<file path="src/rtl/ntt_pkg.sv">
// ntt_pkg: shared constants, types and modular-arithmetic helpers for the
// NTT datapath.
//   Q, DATA_WIDTH   modulus and coefficient width (Q < 2^(DATA_WIDTH-1))
//   MO_MUL_LATENCY  latency of the modular multiplier selected by MUL_TYPE
//   MUL_ONE         twiddle that makes the multiplier return its operand
//   bfly_mode_e     butterfly flavour (CT forward / GS inverse)
//   mod_add/mod_sub/mod_norm/mod_half/mod_mul  arithmetic on [0,Q-1]
package ntt_pkg;

    localparam int Q          = 3329;
    localparam int DATA_WIDTH = 13;

    typedef logic [DATA_WIDTH-1:0] coef_t;
    typedef logic [DATA_WIDTH:0]   ext_t;

    localparam int PROD_WIDTH = 2 * DATA_WIDTH;
    localparam coef_t Q_C     = coef_t'(Q);
    localparam ext_t  Q_E     = ext_t'(Q);
    localparam logic [PROD_WIDTH-1:0] Q_P = PROD_WIDTH'(Q);

    // Multiplier flavours and their reduction pipeline depths. Every flavour
    // spends one cycle on the full product before its reduction stages.
    localparam int MUL_KRED = 0;
    localparam int MUL_KLMM = 1;
    localparam int MUL_XLMM = 2;

    localparam int MUL_PROD_STAGES = 1;
    localparam int KRED_STAGES     = 1;
    localparam int KLMM_STAGES     = 2;
    localparam int XLMM_STAGES     = 3;

`ifdef MUL_TYPE_KRED
    localparam int MUL_TYPE_SEL = MUL_KRED;
`elsif MUL_TYPE_XLMM
    localparam int MUL_TYPE_SEL = MUL_XLMM;
`else
    localparam int MUL_TYPE_SEL = MUL_KLMM;
`endif

    function automatic int mul_latency(input int mul_type);
        case (mul_type)
            MUL_KRED: return MUL_PROD_STAGES + KRED_STAGES;
            MUL_XLMM: return MUL_PROD_STAGES + XLMM_STAGES;
            default:  return MUL_PROD_STAGES + KLMM_STAGES;
        endcase
    endfunction

    localparam int MO_MUL_LATENCY = mul_latency(MUL_TYPE_SEL);

    // The reduction used here carries no constant factor, so the identity
    // twiddle is plain 1.
    localparam coef_t MUL_ONE = coef_t'(1);

    typedef enum logic {
        BFLY_CT = 1'b0,
        BFLY_GS = 1'b1
    } bfly_mode_e;

    // (a + b) mod Q for a, b in [0,Q]; one conditional subtraction suffices.
    function automatic coef_t mod_add(input coef_t a, input coef_t b);
        ext_t sum;
        sum = {1'b0, a} + {1'b0, b};
        if (sum >= Q_E) sum = sum - Q_E;
        return coef_t'(sum);
    endfunction

    // (a - b) mod Q for a, b in [0,Q]; one conditional addition suffices.
    function automatic coef_t mod_sub(input coef_t a, input coef_t b);
        logic signed [DATA_WIDTH:0] diff;
        diff = $signed({1'b0, a}) - $signed({1'b0, b});
        if (diff < 0) diff = diff + $signed(Q_E);
        return coef_t'(diff);
    endfunction

    // Fold the multiplier's legal output Q back onto 0.
    function automatic coef_t mod_norm(input coef_t v);
        return (v == Q_C) ? '0 : v;
    endfunction

    // v * 2^-1 mod Q for odd Q: odd values borrow one Q so the shift is exact.
    function automatic coef_t mod_half(input coef_t v);
        ext_t t;
        t = v[0] ? ({1'b0, v} + Q_E) : {1'b0, v};
        return coef_t'(t >> 1);
    endfunction

    function automatic coef_t mod_mul(input coef_t x, input coef_t w);
        logic [PROD_WIDTH-1:0] prod;
        prod = {{DATA_WIDTH{1'b0}}, x} * {{DATA_WIDTH{1'b0}}, w};
        return coef_t'(prod % Q_P);
    endfunction

endpackage

</file>
<file path="src/rtl/ntt_delay_line.sv">
// ntt_delay_line: fixed-depth shift register carrying a data word and its
// valid bit. Only the valid bits are reset; data simply follows.
//   clk, rst_n           clock, asynchronous active-low reset
//   in_valid, in_data    word entering the line
//   out_valid, out_data  same word DEPTH cycles later
module ntt_delay_line #(
    parameter int WIDTH = 8,
    parameter int DEPTH = 1
) (
    input  logic             clk,
    input  logic             rst_n,
    input  logic             in_valid,
    input  logic [WIDTH-1:0] in_data,
    output logic             out_valid,
    output logic [WIDTH-1:0] out_data
);

    logic [DEPTH-1:0] valid_q;
    logic [WIDTH-1:0] data_q [DEPTH];

    // NOTE: sequential state is updated with <= so every stage samples the
    // value its neighbour held before this edge; = would collapse the chain.
    always_ff @(posedge clk or negedge rst_n) begin
        if (!rst_n) begin
            valid_q <= '0;
        end else begin
            valid_q[0] <= in_valid;
            for (int i = 1; i < DEPTH; i++) valid_q[i] <= valid_q[i-1];
        end
    end

    // NOTE: the data array has no reset on purpose; the valid bits alone
    // decide whether a word means anything, and resetting wide storage only
    // costs routing.
    always_ff @(posedge clk) begin
        data_q[0] <= in_data;
        for (int i = 1; i < DEPTH; i++) data_q[i] <= data_q[i-1];
    end

    assign out_valid = valid_q[DEPTH-1];
    assign out_data  = data_q[DEPTH-1];

endmodule

</file>
<file path="src/rtl/ntt_butterfly_pipe.sv">
// ntt_butterfly_pipe: radix-2 NTT/INTT butterfly sharing one modular
// multiplier between Cooley-Tukey (forward) and Gentleman-Sande (inverse)
// modes. Both modes take LATENCY = MUL_LAT+3 cycles from input to output and
// accept one beat per cycle; a mode change waits for the pipe to drain.
//   CT: x = a + b*w,  y = a - b*w        GS: x = a + b,  y = (a - b)*w
// Ports:
//   clk, rst_n              clock, asynchronous active-low reset
//   in_valid/in_ready       input handshake (transfer when both high)
//   in_mode                 0 = CT, 1 = GS
//   in_a, in_b, in_w        coefficients in [0,Q-1], twiddle
//   out_valid, out_x, out_y result beat (no backpressure); data holds
//   busy                    one or more beats in flight
// Build option: define BFLY_HALF_EN to halve both GS outputs mod Q in the
// final stage (folds the per-layer INTT 1/2 scaling).
module ntt_butterfly_pipe
    import ntt_pkg::*;
#(
    parameter int WIDTH = DATA_WIDTH
) (
    input  logic                  clk,
    input  logic                  rst_n,
    input  logic                  in_valid,
    output logic                  in_ready,
    input  logic                  in_mode,
    input  logic [DATA_WIDTH-1:0] in_a,
    input  logic [DATA_WIDTH-1:0] in_b,
    input  logic [WIDTH-1:0]      in_w,
    output logic                  out_valid,
    output logic [DATA_WIDTH-1:0] out_x,
    output logic [DATA_WIDTH-1:0] out_y,
    output logic                  busy
);

    localparam int MUL_LAT = MO_MUL_LATENCY;
    localparam int LATENCY = MUL_LAT + 3;
    localparam int CNT_W   = $clog2(LATENCY + 1);
    localparam logic [CNT_W-1:0] CNT_MAX = CNT_W'(LATENCY);

    if (WIDTH != DATA_WIDTH) begin : g_bad_width
        $error("ntt_butterfly_pipe: WIDTH must equal DATA_WIDTH");
    end
    if (Q >= (1 << (DATA_WIDTH - 1))) begin : g_bad_q
        $error("ntt_butterfly_pipe: Q must be below 2^(DATA_WIDTH-1)");
    end

    // ---------------- flow control ----------------
    bfly_mode_e       req_mode;
    bfly_mode_e       cur_mode;
    logic [CNT_W-1:0] cnt;
    logic             accept;

    assign req_mode = bfly_mode_e'(in_mode);
    assign in_ready = (cnt == '0) || (req_mode == cur_mode);
    assign accept   = in_valid && in_ready;
    assign busy     = (cnt != '0);

    // cnt covers a beat from its accepting edge through its out_valid cycle.
    always_ff @(posedge clk or negedge rst_n) begin
        if (!rst_n) begin
            cnt <= '0;
        end else begin
            case ({accept, out_valid})
                2'b10:   cnt <= cnt + 1'b1;
                2'b01:   cnt <= cnt - 1'b1;
                default: cnt <= cnt;
            endcase
        end
    end

    // Only one mode is ever in flight, so cur_mode steers every stage.
    always_ff @(posedge clk or negedge rst_n) begin
        if (!rst_n) begin
            cur_mode <= BFLY_CT;
        end else if (accept && (cnt == '0)) begin
            cur_mode <= req_mode;
        end
    end

    // ---------------- S0: input register ----------------
    logic  s0_valid;
    coef_t s0_a, s0_b, s0_w;

    always_ff @(posedge clk or negedge rst_n) begin
        if (!rst_n) s0_valid <= 1'b0;
        else        s0_valid <= accept;
    end

    always_ff @(posedge clk) begin
        if (accept) begin
            s0_a <= in_a;
            s0_b <= in_b;
            s0_w <= coef_t'(in_w);
        end
    end

    // ---------------- GS add/sub stage ----------------
    coef_t as_d, as_w;

    always_ff @(posedge clk) begin
        as_d <= mod_sub(s0_a, s0_b);
        as_w <= s0_w;
    end

    // ---------------- shared multiplier input ----------------
    // CT feeds the multiplier straight from S0; GS one stage later with d.
    // GS's sum enters the alignment line from S0 already reduced, which is
    // equivalent to registering it and delaying it MUL_LAT cycles.
    coef_t mul_x, mul_w, line_in;

    // NOTE: every output of a combinational block gets a default first, so
    // no path leaves it unassigned and no latch is inferred.
    always_comb begin
        mul_x   = s0_b;
        mul_w   = s0_w;
        line_in = s0_a;
        if (cur_mode == BFLY_GS) begin
            mul_x   = as_d;
            mul_w   = as_w;
            line_in = mod_add(s0_a, s0_b);
        end
    end

    // ---------------- modular multiplier (MUL_LAT cycles) ----------------
    coef_t mul_pipe [MUL_LAT];
    coef_t mul_out;

    always_ff @(posedge clk) begin
        mul_pipe[0] <= mod_mul(mul_x, mul_w);
        for (int i = 1; i < MUL_LAT; i++) mul_pipe[i] <= mul_pipe[i-1];
    end

    assign mul_out = mul_pipe[MUL_LAT-1];

    // ---------------- alignment ----------------
    // CT product appears one cycle before GS's; the balancing register lines
    // the two modes up on the same final stage.
    coef_t bal_m;

    always_ff @(posedge clk) bal_m <= mul_out;

    logic  line_valid;
    coef_t line_data;

    ntt_delay_line #(
        .WIDTH(DATA_WIDTH),
        .DEPTH(MUL_LAT + 1)
    ) u_align (
        .clk      (clk),
        .rst_n    (rst_n),
        .in_valid (s0_valid),
        .in_data  (line_in),
        .out_valid(line_valid),
        .out_data (line_data)
    );

    // ---------------- final stage ----------------
    coef_t fin_x, fin_y;

    always_comb begin
        fin_x = mod_add(line_data, bal_m);
        fin_y = mod_sub(line_data, bal_m);
        if (cur_mode == BFLY_GS) begin
`ifdef BFLY_HALF_EN
            fin_x = mod_half(line_data);
            fin_y = mod_half(mod_norm(mul_out));
`else
            fin_x = line_data;
            fin_y = mod_norm(mul_out);
`endif
        end
    end

    always_ff @(posedge clk or negedge rst_n) begin
        if (!rst_n) begin
            out_valid <= 1'b0;
            out_x     <= '0;
            out_y     <= '0;
        end else begin
            out_valid <= line_valid;
            if (line_valid) begin
                out_x <= fin_x;
                out_y <= fin_y;
            end
        end
    end

    // ---------------- in-flight counter sanity ----------------
    a_cnt_no_underflow: assert property (@(posedge clk) disable iff (!rst_n)
        !(out_valid && !accept && (cnt == '0)));
    a_cnt_no_overflow: assert property (@(posedge clk) disable iff (!rst_n)
        !(accept && !out_valid && (cnt == CNT_MAX)));

endmodule
</file>
<file path="config.mk">
export PLATFORM = sky130hd
export DESIGN_NAME = ntt_butterfly_pipe
export DESIGN_NICKNAME = d
export VERILOG_FILES = /design/src/rtl/ntt_pkg.sv /design/src/rtl/ntt_delay_line.sv /design/src/rtl/ntt_butterfly_pipe.sv
export SDC_FILE = /design/constraint.sdc
export NUM_CORES = 1
export LEC_CHECK = 0
export ABC_AREA = 1
export BUFFER_PORTS_ARGS = -buffer_cell sky130_fd_sc_hd__buf_2
export CAP_MARGIN = 20
export CORE_ASPECT_RATIO = 1.75
export CORE_MARGIN = 2
export CORE_UTILIZATION = 62
export CTS_BUF_LIST = sky130_fd_sc_hd__clkbuf_8
export CTS_CLUSTER_DIAMETER = 50
export DETAILED_ROUTE_END_ITERATION = 12
export HOLD_SLACK_MARGIN = 0.06
export PLACE_DENSITY = 0.79
export SLEW_MARGIN = 20
export SYNTH_ARGS = -nofsm -noshare
export SYNTH_HDL_FRONTEND = slang
export SYNTH_SLANG_ARGS = --single-unit
</file>
<file path="constraint.sdc">
create_clock -name clk -period 23.5 [get_ports clk]
set_clock_uncertainty 0.05 [all_clocks]
set_input_delay 4.7 -clock clk [delete_from_list [all_inputs] [get_ports clk]]
set_output_delay 4.7 -clock clk [all_outputs]
set_load 0.01 [all_outputs]
</file>
==> run_results.csv <==
group,metric,value,unit
floorplan,core_area,37400,sq um
yosys,avgSynthCellArea,7.20,sq um
placed_design,io_buffer_count,71,
critical_path,crit_arrival,21.20,ns
global_routing,grt_pass1_wl,101000,um
global_routing,grt_pass1_vias,21700,
route,dr.first_iter.drc_count,985,
global_routing,antenna_found_initial,5,
cells_and_area,seq_area,4680,sq um
critical_path,cp-start-kind,"flop",
cells_and_area,design_area,24700,sq um
timing,timing.final.setup_violations,0,
cts,cts.sinks,205,
min_path,hold_class,"flop to flop",
route,num_vias,21100,
cts,clk_path_buf_depth,3,
global_routing,globalRouteOverflowTotal,0,
timing,finalHoldViolCount,0,
min_path,hold_depth,0,
yosys,yosysWarnings,0,
floorplan,start_util,62.5,%
cts,clk_pin_slew,0.07,ns
yosys,ys.flop_type,"dfxtp_1",
floorplan,ios,72,
critical_path,end_kind,"flop",
cts,numCtsBuffers,25,
run,maxCapViolCount,0,
global_routing,grt_usage,31.8,%
timing,max_slew.worst_pin.slew,1.09,ns
cts,postCtsSetupBuffers,0,
min_path,hold_end,"u_align.data_q[2][8]$_DFF_P_",
timing,fin_crit_sh,88.6,%
placed_design,dp_hpwl,51100,um
route,drc,0,
floorplan,die_w,151,um
timing,rsz0062_at_grt,"no",
yosys,synthArstFlopShare,17.6,%
route,wirelength,61500,um
floorplan,num_rows,94,
cells_and_area,fill_cells,3351,
placed_design,placed_area,24100,sq um
critical_path,cp_common_cell,"nand2_4",
placed_design,place_congestion,0.960,
timing,max_freq,48.0,MHz
yosys,yosysSeqAreaShare,20.0,%
timing,finalCriticalPeriod,20.82,ns
timing,slew_viol_final,0,
critical_path,reg2reg_slack,2.68,ns
route,via_per_inst,5.53,
cells_and_area,fin_cells,3821,
critical_path,slowest_stage,"clkinv_1",
yosys,synth_edf_count,39,
cts,insertion_delay,0.55,ns
critical_path,reg2reg_depth,129,
route,drtPass1Iterations,6,
critical_path,rr_endpoint,"mul_pipe[0][10]$_DFF_P_",
critical_path,critPathKind,"flop to flop",
critical_path,rr_startpoint,"cur_mode$_DFFE_PN0P_",
placed_design,dp_cells,3771,
cts,cts-resized-gates,0,
floorplan,dieArea,39300,sq um
min_path,min_from,"u_align.data_q[1][8]$_DFF_P_",
cts,ctsHtreeMaxLevel,1,
timing,slew_headroom,27.0,%
timing,setup_tns,0,ns
cells_and_area,drive_above_1_share,17.7,%
yosys,ys_types,63,
yosys,syn-cell-area,23400,sq um
cells_and_area,syn2layout_area_growth,5.64,%
cells_and_area,nNetsFinal,3622,
cells_and_area,multiInputGateArea,16100,sq um
cts,cts_tree,"yes",
yosys,syn_inst,3246,
route,ant_nets,0,
critical_path,cp_slowest_stage_delay,0.59,ns
critical_path,crit_fanout,30,
yosys,synth_nets,3549,
cts,hold_buffers,0,
floorplan,die_h,261,um
outcome,status,"finished, final reports clean",
route,detail_route.wl_per_cell,16.1,um
critical_path,crit_required,23.88,ns
global_routing,grt_max_degree,62,
cells_and_area,utilization,66.0,%
yosys,synth_seq_cells,205,
cts,ctsRootBufferMaster,"clkbuf_8",
==> registers in the layout (all words and copies together) (netlist names) <==
register         count
u_align.valid_q      4
out_valid            1
cnt                  3
s0_a                13
s0_valid             1
s0_b                13
as_w                13
out_y               13
mul_pipe            39
s0_w                13
bal_m               13
u_align.data_q      52
out_x               13
cur_mode             1
as_d                13
==> synth_stat cells (5+ instances only) <==
cell      number  area, sq um
xnor2_1       23          201
nand2_1      731         2740
o211ai_1      10         75.1
nand4_1       57          357
buf_6          7         78.8
clkinv_1      14         52.6
dfrtp_1       36          901
o21ai_2       13          114
nand3_1      231         1160
inv_2         39          146
nor4_1         5         31.3
nand3_2       37          370
nand3_4        9          158
ha_1         134         1680
nor2_4        30          338
edfxtp_1      39         1170
nor3_1        22          110
inv_1        508         1910
fa_1         126         2520
o21ai_0       87          435
dfxtp_1      130         2600
o31ai_1        8         60.1
xor2_1       110          963
nand2_4       96         1080
nand2_2      147          920
o21ai_1       21          105
nor2_2        28          175
and2_1         6         37.5
a21oi_1      122          611
or2_2         30          188
nand3b_1      17          128
o21bai_1      13         97.6
buf_12         7          140
clkbuf_1      20         75.1
nor2_1       272         1020
==> area by class of cell <==
class / instances / area share, %
Multi-Input combinational cell: 2427 / 65.4
Sequential cell: 205 / 18.9
Inverter: 572 / 8.85
Tap cell: 480 / 2.43
Timing Repair Buffer: 88 / 1.95
Clock buffer: 30 / 1.67
Clock inverter: 14 / 0.720
Antenna cell: 5 / 0.0507
==> cell families after synthesis <==
logic type               after synthesis  synth area share, %
AO/OA/AOI/OAI                        297                 7.29
XOR/XNOR                             137                 5.31
adder cells (fa/ha/maj)              260                 18.0
buffers and inverters                614                 10.9
flip-flops                           205                 20.0
AND/OR/NAND/NOR                     1733                 38.5
==> worst max path at each step <==
| stage | startpoint | to | slack, ns | depth (start not counted) |
|---|---|---|---|---|
| after global placement | cur_mode$_DFFE_PN0P_ | mul_pipe[0][10]$_DFF_P_ | 3.29 | 121 |
| after global routing | cur_mode$_DFFE_PN0P_ | mul_pipe[0][3]$_DFF_P_ | 0.86 | 129 |
| final | cur_mode$_DFFE_PN0P_ | mul_pipe[0][10]$_DFF_P_ | 2.68 | 129 |
| after floorplan | cur_mode$_DFFE_PN0P_ | mul_pipe[0][0]$_DFF_P_ | 6.32 | 145 |
| after detailed placement | cur_mode$_DFFE_PN0P_ | mul_pipe[0][10]$_DFF_P_ | 2.77 | 130 |
| after CTS | cur_mode$_DFFE_PN0P_ | mul_pipe[0][10]$_DFF_P_ | 2.69 | 130 |
==> metrics by stage <==
step           hold slack, ns  setup WS [ns]
6_report                0.270           2.68
5_1_grt                 0.278          0.863
4_1_cts                 0.278           2.69
3_5_place_dp            0.262           2.77
3_3_place_gp            0.260           3.29
2_1_floorplan           0.260           6.32
==> cell usage in the layout, fill, tap and decap left out, drive strengths merged, types with 6 or more instances in the layout <==
cell    instances
nand2         976
inv           557
nor2          332
nand3         277
ha            134
dfxtp         130
a21oi         129
fa            126
o21ai         121
xor2          112
buf            87
nand4          60
edfxtp         39
dfrtp          36
or2            33
clkbuf         31
xnor2          25
nor3           25
clkinv         23
nand3b         17
o21bai         13
o211ai         10
o31ai           8
and2            6
==> routing by layer <==
layer  vias to the layer above  global-route usage (%)  share of wire (%)
met5                         -                       0                  0
met4                         0                    22.2                7.7
met3                       302                    2.66                3.2
met2                       657                    64.0                 56
met1                      9878                    28.9                 33
li1                      10300                       -                  -
==> critical path: cells and delay by family, from the launching register on <==
kind / cells / cell delay, ns
adders and majority gates: 8 / 3.14
AOI/OAI and AO/OA: 2 / 0.55
DFF: 1 / 0.36
buffers and inverters: 12 / 2.20
xor gates and xnor gates: 1 / 0.27
and+or+nand+nor: 106 / 14.09
Power is not shown: default switching activity piles up to over one toggle a cycle in this logic, so the estimate is an artifact.
